<file path="config.mk">
export PLATFORM = sky130hd
export DESIGN_NAME = bcd_xs3_serial_conv
export DESIGN_NICKNAME = d
export VERILOG_FILES = /design/src/rtl/bcd_xs3_serial_conv.sv
export SDC_FILE = /design/constraint.sdc
export NUM_CORES = 1
export LEC_CHECK = 0
export CAP_MARGIN = 15
export CORE_MARGIN = 2
export CORE_UTILIZATION = 50
export CTS_BUF_LIST = sky130_fd_sc_hd__clkbuf_8
export DETAILED_ROUTE_END_ITERATION = 10
export PLACE_DENSITY = 0.81
export SLEW_MARGIN = 5
export SYNTH_ARGS = -nofsm -noshare
export SYNTH_HDL_FRONTEND = slang
export SYNTH_SLANG_ARGS = --single-unit
</file>
<file path="constraint.sdc">
create_clock -name clk -period 4.71 [get_ports clk]
set_input_delay 0.942 -clock clk [delete_from_list [all_inputs] [get_ports clk]]
set_output_delay 0.942 -clock clk [all_outputs]
set_load 0.05 [all_outputs]
</file>
<file path="src/rtl/bcd_xs3_serial_conv.sv">
// rtl/bcd_xs3_serial_conv.sv - digit-serial BCD <-> excess-3 word converter
//
// Purpose:
//   Accepts a word of DIGITS 4-bit digits with a direction bit.
//   Converts it one digit per clock, least significant digit first.
//   Presents the converted word with a sticky invalid-digit flag.
//
// Ports:
//   clk        in   1            single clock, rising edge
//   rst        in   1            synchronous, active-high reset
//   in_valid   in   1            input word offered
//   in_ready   out  1            word accepted this cycle (IDLE only)
//   mode       in   1            0: BCD->XS3, 1: XS3->BCD (sampled with din)
//   din        in   4*DIGITS     input word, digit i at [4i+3:4i]
//   out_valid  out  1            dout/err hold a completed result (DONE)
//   out_ready  in   1            consumer takes the result
//   dout       out  4*DIGITS     converted word, same digit layout as din
//   err        out  1            at least one digit of the result was invalid

module bcd_xs3_serial_conv #(
    parameter int DIGITS = 4
) (
    input  logic                  clk,
    input  logic                  rst,
    input  logic                  in_valid,
    output logic                  in_ready,
    input  logic                  mode,
    input  logic [4*DIGITS-1:0]   din,
    output logic                  out_valid,
    input  logic                  out_ready,
    output logic [4*DIGITS-1:0]   dout,
    output logic                  err
);

    // The index needs at least one bit even when there is a single digit.
    localparam int IW = (DIGITS > 1) ? $clog2(DIGITS) : 1;
    localparam logic [IW-1:0] LAST_IDX = IW'(DIGITS - 1);

    typedef enum logic [1:0] {
        IDLE = 2'd0,
        CONV = 2'd1,
        DONE = 2'd2
    } state_t;

    state_t                 state_q, state_d;
    logic [IW-1:0]          idx_q, idx_d;
    logic                   mode_q, mode_d;
    logic [4*DIGITS-1:0]    din_q, din_d;
    logic [4*DIGITS-1:0]    dout_q, dout_d;
    logic                   err_q, err_d;

    logic [3:0]             cur_digit;
    logic [3:0]             conv_digit;
    logic                   conv_bad;

    // Single-digit conversion; invalid codes map to 4'hF and raise bad.
    // Plain 4-bit arithmetic: nothing carries into neighbouring digits.
    function automatic logic [4:0] convert_digit(input logic m, input logic [3:0] d);
        logic [3:0] res;
        logic       bad;
        res = 4'hF;
        bad = 1'b0;
        if (!m) begin
            if (d <= 4'd9) begin
                res = d + 4'd3;
            end else begin
                bad = 1'b1;
            end
        end else begin
            if ((d >= 4'd3) && (d <= 4'd12)) begin
                res = d - 4'd3;
            end else begin
                bad = 1'b1;
            end
        end
        return {bad, res};
    endfunction

    // Select the digit currently addressed by the index from the latched word.
    always_comb begin
        cur_digit = 4'h0;
        for (int i = 0; i < DIGITS; i++) begin
            if (idx_q == IW'(i)) begin
                cur_digit = din_q[4*i +: 4];
            end
        end
    end

    always_comb begin
        {conv_bad, conv_digit} = convert_digit(mode_q, cur_digit);
    end

    always_comb begin
        state_d   = state_q;
        idx_d     = idx_q;
        mode_d    = mode_q;
        din_d     = din_q;
        dout_d    = dout_q;
        err_d     = err_q;
        in_ready  = 1'b0;
        out_valid = 1'b0;

        unique case (state_q)
            IDLE: begin
                in_ready = 1'b1;
                if (in_valid) begin
                    // The word is captured here, so later din/mode changes
                    // cannot disturb the conversion in progress.
                    din_d   = din;
                    mode_d  = mode;
                    idx_d   = '0;
                    err_d   = 1'b0;
                    state_d = CONV;
                end
            end

            CONV: begin
                for (int i = 0; i < DIGITS; i++) begin
                    if (idx_q == IW'(i)) begin
                        dout_d[4*i +: 4] = conv_digit;
                    end
                end
                err_d = err_q | conv_bad;
                // Stop at the last digit rather than incrementing, so the
                // index never leaves 0..DIGITS-1.
                if (idx_q == LAST_IDX) begin
                    state_d = DONE;
                end else begin
                    idx_d = idx_q + IW'(1);
                end
            end

            DONE: begin
                out_valid = 1'b1;
                if (out_ready) begin
                    // Result registers are left untouched; only the
                    // valid indication drops.
                    state_d = IDLE;
                end
            end

            default: begin
                state_d = IDLE;
            end
        endcase
    end

    always_ff @(posedge clk) begin
        if (rst) begin
            state_q <= IDLE;
            idx_q   <= '0;
            mode_q  <= 1'b0;
            din_q   <= '0;
            dout_q  <= '0;
            err_q   <= 1'b0;
        end else begin
            state_q <= state_d;
            idx_q   <= idx_d;
            mode_q  <= mode_d;
            din_q   <= din_d;
            dout_q  <= dout_d;
            err_q   <= err_d;
        end
    end

    assign dout = dout_q;
    assign err  = err_q;

endmodule

</file>
==> results.sh, run 1 <==
export IMPL_drive_above_1_share_pct=9.80
export IMPL_cp_data_required_time_ns=3.77
export IMPL_synth_top_area_share_pct=40.0
export IMPL_ys_seq_area_share_pct=40.0
export IMPL_p_clk_share_pct=29.8
export IMPL_internal_power_uw=498
export IMPL_rrSetupSlack_ns=2.05
export IMPL_synthFlopType="dfxtp_1"
export IMPL_crit_path_start_kind="flip-flop"
export IMPL_place_hpwl_mm=2.85
export IMPL_reg2reg_depth=10
export IMPL_cts_hold_buf=0
export IMPL_antenna_found_initial=0
export IMPL_area_growth_pct=24.9
export IMPL_worst_path_buf_inv=1
export IMPL_core_region_area_um2=3660
export IMPL_slew_headroom_pct=44.6
export IMPL_cts_resized=0
export IMPL_io_buffers=39
export IMPL_arrival_ns=1.73
export IMPL_drcViolationCount=0
export IMPL_die_area_um2=4310
export IMPL_layout_common_cells="nand2_1 (42), clkdlybuf4s50_1 (39), dfxtp_1 (38)"
export IMPL_synth_seq_cells=38
export IMPL_antenna_cells=0
export IMPL_hold_viol=0
export IMPL_gp_congestion=0.802
export IMPL_pre_cts_slack_ns=1.75
export IMPL_setup_tns_ns=0
export IMPL_swShare_pct=29.8
export IMPL_hp_class="flip-flop to flip-flop"
export IMPL_nets=283
export IMPL_ir_drop_uv=148
export IMPL_synth_nets=247
export IMPL_comb_power_share_pct=21.4
export IMPL_drtPass1Iterations=4
export IMPL_crit_chain="nor2b_1 > clkdlybuf4s50_1"
export IMPL_drt_initial_drc_count=107
export IMPL_dieWidth_um=65.7
export IMPL_drv_slew=0
export IMPL_cts_sinks=38
export IMPL_synth_warnings=0
export IMPL_cts_setup_buffers=0
export IMPL_drt_met1_wl_mm=1.77
export IMPL_max_freq_ghz=0.374
export IMPL_tightest_slew_ns=0.829
export IMPL_drv_cap=0
export IMPL_cts_htree_levels=2
export IMPL_finalSetupViolCount=0
export IMPL_initial_core_util_pct=51.9
export IMPL_status="completed"
export IMPL_io_pins=40
export IMPL_row_count=22
export IMPL_cts_tree="done"
export IMPL_grt_use_total_pct=20.4
export IMPL_crit_type="flip-flop to output pin"
export IMPL_grt_ovfl_total=0
export IMPL_wl_met3_um=174
export IMPL_hold_path_cell_count=2
export IMPL_powerDensity_nw_per_um2=299
export IMPL_cp_max_fo=6
export IMPL_setup_ws_ns=2.04
export IMPL_utilization_pct=64.9
export IMPL_grt_max_degree=24
export IMPL_synth_async_reset_ratio_pct=0
export IMPL_fin_skew_ns=0.00291
export IMPL_vias_per_cell=5.39
export IMPL_synth_cell_types=43
export IMPL_grt_pass1_wl_mm=6.73
export IMPL_vias=1633
export IMPL_finalWirelength_mm=3.87
export IMPL_yosysTopAreaCell="dfxtp_1"
export IMPL_syn_area_um2=1900
export IMPL_reg2reg_from="idx_q[1]"
export IMPL_final_common_cell="nand2_1"
export IMPL_synthTopCellsByArea="dfxtp_1 (40%), nand2_1 (8.3%), a21oi_1 (7.9%)"
export IMPL_clk_path_buf_depth=2
export IMPL_cp_slowest_stage_delay_ns=0.82
export IMPL_power_leakage_nw=0.870
export IMPL_die_y_um=65.7
export IMPL_clk_pin_slew_ns=0.07
export IMPL_wl_met2_mm=1.84
export IMPL_syn_avg_cell_area_um2=8.68
export IMPL_rsz0062_at_grt="false"
export IMPL_period_share_pct=56.7
export IMPL_min_from="dout[13]"
export IMPL_synth_cells=219
export IMPL_synth_edff_count=0
export IMPL_postRouteAntennaNets=0
export IMPL_cpMaxStageDelayCell="clkdlybuf4s50_1"
export IMPL_seqPwrFrac_pct=48.8
export IMPL_wl_per_cell_um=12.8
export IMPL_top_layer_used="met4"
export IMPL_multi_input_area_um2=1050
export IMPL_fillers=334
export IMPL_cp_end_kind="output pin"
export IMPL_clockRootBuffer="clkbuf_8"
export IMPL_numCtsBuffers=5
export IMPL_r2r_end="dout[9]"
export IMPL_power_switching_uw=212
export IMPL_seq_area_um2=761
export IMPL_clkLatencyLatePin_ns=0.29
export IMPL_worstHoldEndpoint="dout[13]"
export IMPL_first_global_vias=1524
export IMPL_min_period_ns=2.67
export IMPL_crit_family="buffers and inverters"
per-stage QoR:
stage / power (mW) / hold slack (ns) / area, um^2 / std cells
detailed placement: 0.506 / 0.451 / 2300 / 296
global route: 0.741 / 0.478 / 2370 / 303
global placement: 0.502 / 0.441 / 2300 / 296
finish: 0.709 / 0.459 / 2370 / 303
CTS: 0.713 / 0.461 / 2370 / 303
floorplan: 0.460 / 0.432 / 1900 / 219
cell type report:
| class | instances | area share (%) |
|---|---|---|
| Multi-Input combinational cell | 162 | 44.3 |
| Sequential cell | 38 | 32.0 |
| Timing Repair Buffer | 39 | 16.4 |
| Clock buffer | 5 | 2.90 |
| Tap cell | 48 | 2.53 |
| Inverter | 9 | 1.42 |
| Clock inverter | 2 | 0.421 |
power groups by stage:
stage                     Clock [mW]  Combinational [mW]  Sequential [mW]
after floorplan                    0              0.0896            0.370
after global placement             0               0.149            0.353
after detailed placement           0               0.152            0.354
after CTS                      0.214               0.153            0.346
after global routing           0.227               0.166            0.348
final                          0.211               0.152            0.346
cells in the mapped netlist (2+ instances only):
| library cell | n |
|---|---|
| a211o_1 | 3 |
| a211oi_1 | 3 |
| a211oi_2 | 2 |
| a21oi_1 | 30 |
| a22oi_1 | 2 |
| and2_1 | 6 |
| and3b_1 | 2 |
| buf_6 | 2 |
| clkbuf_1 | 7 |
| dfxtp_1 | 38 |
| ha_1 | 7 |
| inv_1 | 7 |
| inv_2 | 2 |
| nand2_1 | 42 |
| nand3_1 | 9 |
| nand3b_1 | 2 |
| nor2_1 | 7 |
| nor2b_1 | 4 |
| nor3b_1 | 2 |
| o21ai_0 | 9 |
| o21ai_1 | 8 |
| o311ai_2 | 2 |
| or2b_1 | 2 |
| or3b_1 | 2 |
cell families (layout without fill, tap and decap cells):
logic type / Yosys count / after routing / share of synthesized area [%]
buf+inv: 19 / 55 / 4.74
fa+ha+maj: 7 / 7 / 4.61
mux: 2 / 2 / 1.12
compound gates: 70 / 70 / 27.4
flops: 38 / 38 / 40.0
simple gates: 83 / 83 / 22.1
how the worst max path moves through the flow:
stage,startpoint,endpoint,slack (ns),depth (start not counted)
detailed placement,rst,dout[3],1.75,4
finish,state_q[1],out_valid,2.04,2
floorplan,idx_q[1],dout[11],2.43,10
global route,idx_q[1],dout[5],1.89,9
CTS,state_q[1],out_valid,2.02,2
global placement,rst,dout[15],1.83,4
registers in the layout, summed over array words and instances, names as in the netlist:
name,count
din_q,16
dout,16
idx_q,2
state_q,2
err,1
mode_q,1
routing by layer:
layer | GRT usage (%) | up-vias
li1 | - | 848
met1 | 23.5 | 739
met2 | 35.4 | 38
met3 | 5.65 | 8
met4 | 8.59 | 0
met5 | 0 | -
tightest hold or removal path, delay by kind of cell (launching register included):
family	cells	cell delay, ns
flip-flops	1	0.31
AND/OR/NAND/NOR	1	0.05
AO/OA/AOI/OAI	1	0.05
Note: power is estimated with default switching activity, not from simulation.
==> inputs of run 2 (changes only) <==
==> constraint.sdc (replaced) <==
create_clock -name clk -period 2.6 [get_ports clk]
set_input_delay 0.52 -clock clk [delete_from_list [all_inputs] [get_ports clk]]
set_output_delay 0.52 -clock clk [all_outputs]
set_load 0.05 [all_outputs]
==> run 2 against run 1 <==
  * Non-clock buffer count up 6
  * Worst hold slack got worse by 0.0023 ns
  * Clock skew rose by 0.0059 ns
  * Sequential share of layout area is 1.3 points lower
  * Largest cell class unchanged
  * Largest power group unchanged
==> results.sh, run 2 (synthesized netlist as in run 1, its figures left out) <==
export IMPL_timing_hold_ws_ns=0.457
export IMPL_hold_path_cell_count=2
export IMPL_worstSetupStartpoint="idx_q[0]"
export IMPL_area_growth_pct=30.2
export IMPL_r2r_end="dout[8]"
export IMPL_place_hpwl_mm=2.86
export IMPL_slew_headroom_pct=62.0
export IMPL_cts_htree_levels=2
export IMPL_worstHoldEndpoint="din_q[10]"
export IMPL_cp_end_kind="flip-flop"
export IMPL_finalWirelength_mm=3.89
export IMPL_min_period_ns=2.44
export IMPL_period_share_pct=93.7
export IMPL_vias_per_cell=5.30
export IMPL_p_clk_share_pct=34.4
export IMPL_comb_power_share_pct=20.6
export IMPL_clk_pin_slew_ns=0.08
export IMPL_drcViolationCount=0
export IMPL_fin_skew_ns=0.00879
export IMPL_tightest_slew_ns=0.571
export IMPL_vias=1643
export IMPL_wl_met3_um=149
export IMPL_die_y_um=65.7
export IMPL_drt_met1_wl_mm=1.82
export IMPL_cp_max_fo=6
export IMPL_rsz0062_at_grt="false"
export IMPL_hold_viol=0
export IMPL_initial_core_util_pct=51.9
export IMPL_numCtsBuffers=5
export IMPL_setup_ws_ns=0.165
export IMPL_grt_max_degree=23
export IMPL_cp_data_required_time_ns=2.77
export IMPL_core_region_area_um2=3660
export IMPL_arrival_ns=2.60
export IMPL_status="completed"
export IMPL_postRouteAntennaNets=0
export IMPL_grt_pass1_wl_mm=6.59
export IMPL_swShare_pct=27.5
export IMPL_antenna_found_initial=0
export IMPL_power_leakage_nw=0.917
export IMPL_drtPass1Iterations=4
export IMPL_die_area_um2=4310
export IMPL_dieWidth_um=65.7
export IMPL_drv_cap=0
export IMPL_power_total_mw=1.40
export IMPL_crit_path_start_kind="flip-flop"
export IMPL_instances_no_fill=310
export IMPL_grt_use_total_pct=19.7
export IMPL_pre_cts_slack_ns=0.102
export IMPL_antenna_cells=0
export IMPL_max_freq_ghz=0.411
export IMPL_hp_class="flip-flop to flip-flop"
export IMPL_gp_congestion=0.894
export IMPL_finalSetupViolCount=0
export IMPL_io_pins=40
export IMPL_drt_initial_drc_count=58
export IMPL_clkLatencyLatePin_ns=0.29
export IMPL_cts_hold_buf=0
export IMPL_clk_path_buf_depth=2
export IMPL_drive_above_1_share_pct=14.1
export IMPL_crit_type="flip-flop to flip-flop"
export IMPL_reg2reg_depth=9
export IMPL_seqPwrFrac_pct=45.0
export IMPL_wl_met2_mm=1.85
export IMPL_dp_cells=300
export IMPL_powerDensity_nw_per_um2=564
export IMPL_grt_ovfl_total=0
export IMPL_cts_sinks=38
export IMPL_layout_common_cells="nand2_1 (42), clkdlybuf4s50_1 (39), dfxtp_1 (37)"
export IMPL_internal_power_mw=1.01
export IMPL_power_switching_uw=384
export IMPL_final_common_cell="nand2_1"
export IMPL_min_from="din_q[10]"
export IMPL_io_buffers=39
export IMPL_first_global_vias=1497
export IMPL_top_layer_used="met4"
export IMPL_row_count=22
export IMPL_ir_drop_uv=299
export IMPL_drv_slew=0
export IMPL_rrSetupSlack_ns=0.16
export IMPL_nets=289
export IMPL_clockRootBuffer="clkbuf_8"
export IMPL_setup_tns_ns=0
export IMPL_cts_tree="done"
export IMPL_reg2reg_from="idx_q[0]"
export IMPL_wl_per_cell_um=12.5
## run 2: how the worst max path moves through the flow
stage,end,slack (ns),cells past startpoint
CTS,dout[13],0.07,10
global route,dout[12],0.007,9
finish,dout[8],0.16,9
detailed placement,dout[13],0.10,10
global placement,dout[13],0.16,9
floorplan,dout[11],0.32,10
## run 2: power by group through the flow
stage	registers [mW]	logic [mW]	clock network, mW
CTS	0.628	0.279	0.486
global route	0.631	0.314	0.509
finish	0.628	0.287	0.480
global placement	0.640	0.273	0
detailed placement	0.641	0.276	0
floorplan	0.670	0.162	0
## run 2: metal layers
metal	global-route usage (%)	vias up
li1	-	858
met1	25.6	742
met2	31.8	36
met3	4.11	7
met4	7.81	0
met5	0	-
## run 2: final cells by class
type	count	area, um^2
clock inverters	3	37.5
inverters	9	33.8
flip-flops and latches	38	762
multi-input cells	162	1080
fillers	326	1180
well taps	48	60.1
repair buffers	45	435
clock buffers	5	68.8
## run 2: what timing repair did
action | 4_1_cts | 5_1_grt
resized for setup | 0 | 8
endpoints found under the setup margin | 0 | 17
buffers inserted | 0 | 2
## run 2: metrics by stage
| step | instance area [um^2] | util [%] |
|---|---|---|
| 6_report | 2480 | 67.6 |
| 5_1_grt | 2480 | 67.6 |
| 4_1_cts | 2430 | 66.4 |
| 3_5_place_dp | 2330 | 63.5 |
| 3_3_place_gp | 2330 | 63.5 |
| 2_1_floorplan | 1900 | - |
## run 2: worst max-delay path, stage by stage (launching register included)
cell and delay [ns]:
dfxtp_1 0.34, inv_1 0.13, ha_2 0.27, nand3b_1 0.15, a211oi_4 0.31, buf_4 0.15
ha_1 0.32, nor4_4 0.11, a2111oi_4 0.40, a21oi_1 0.13
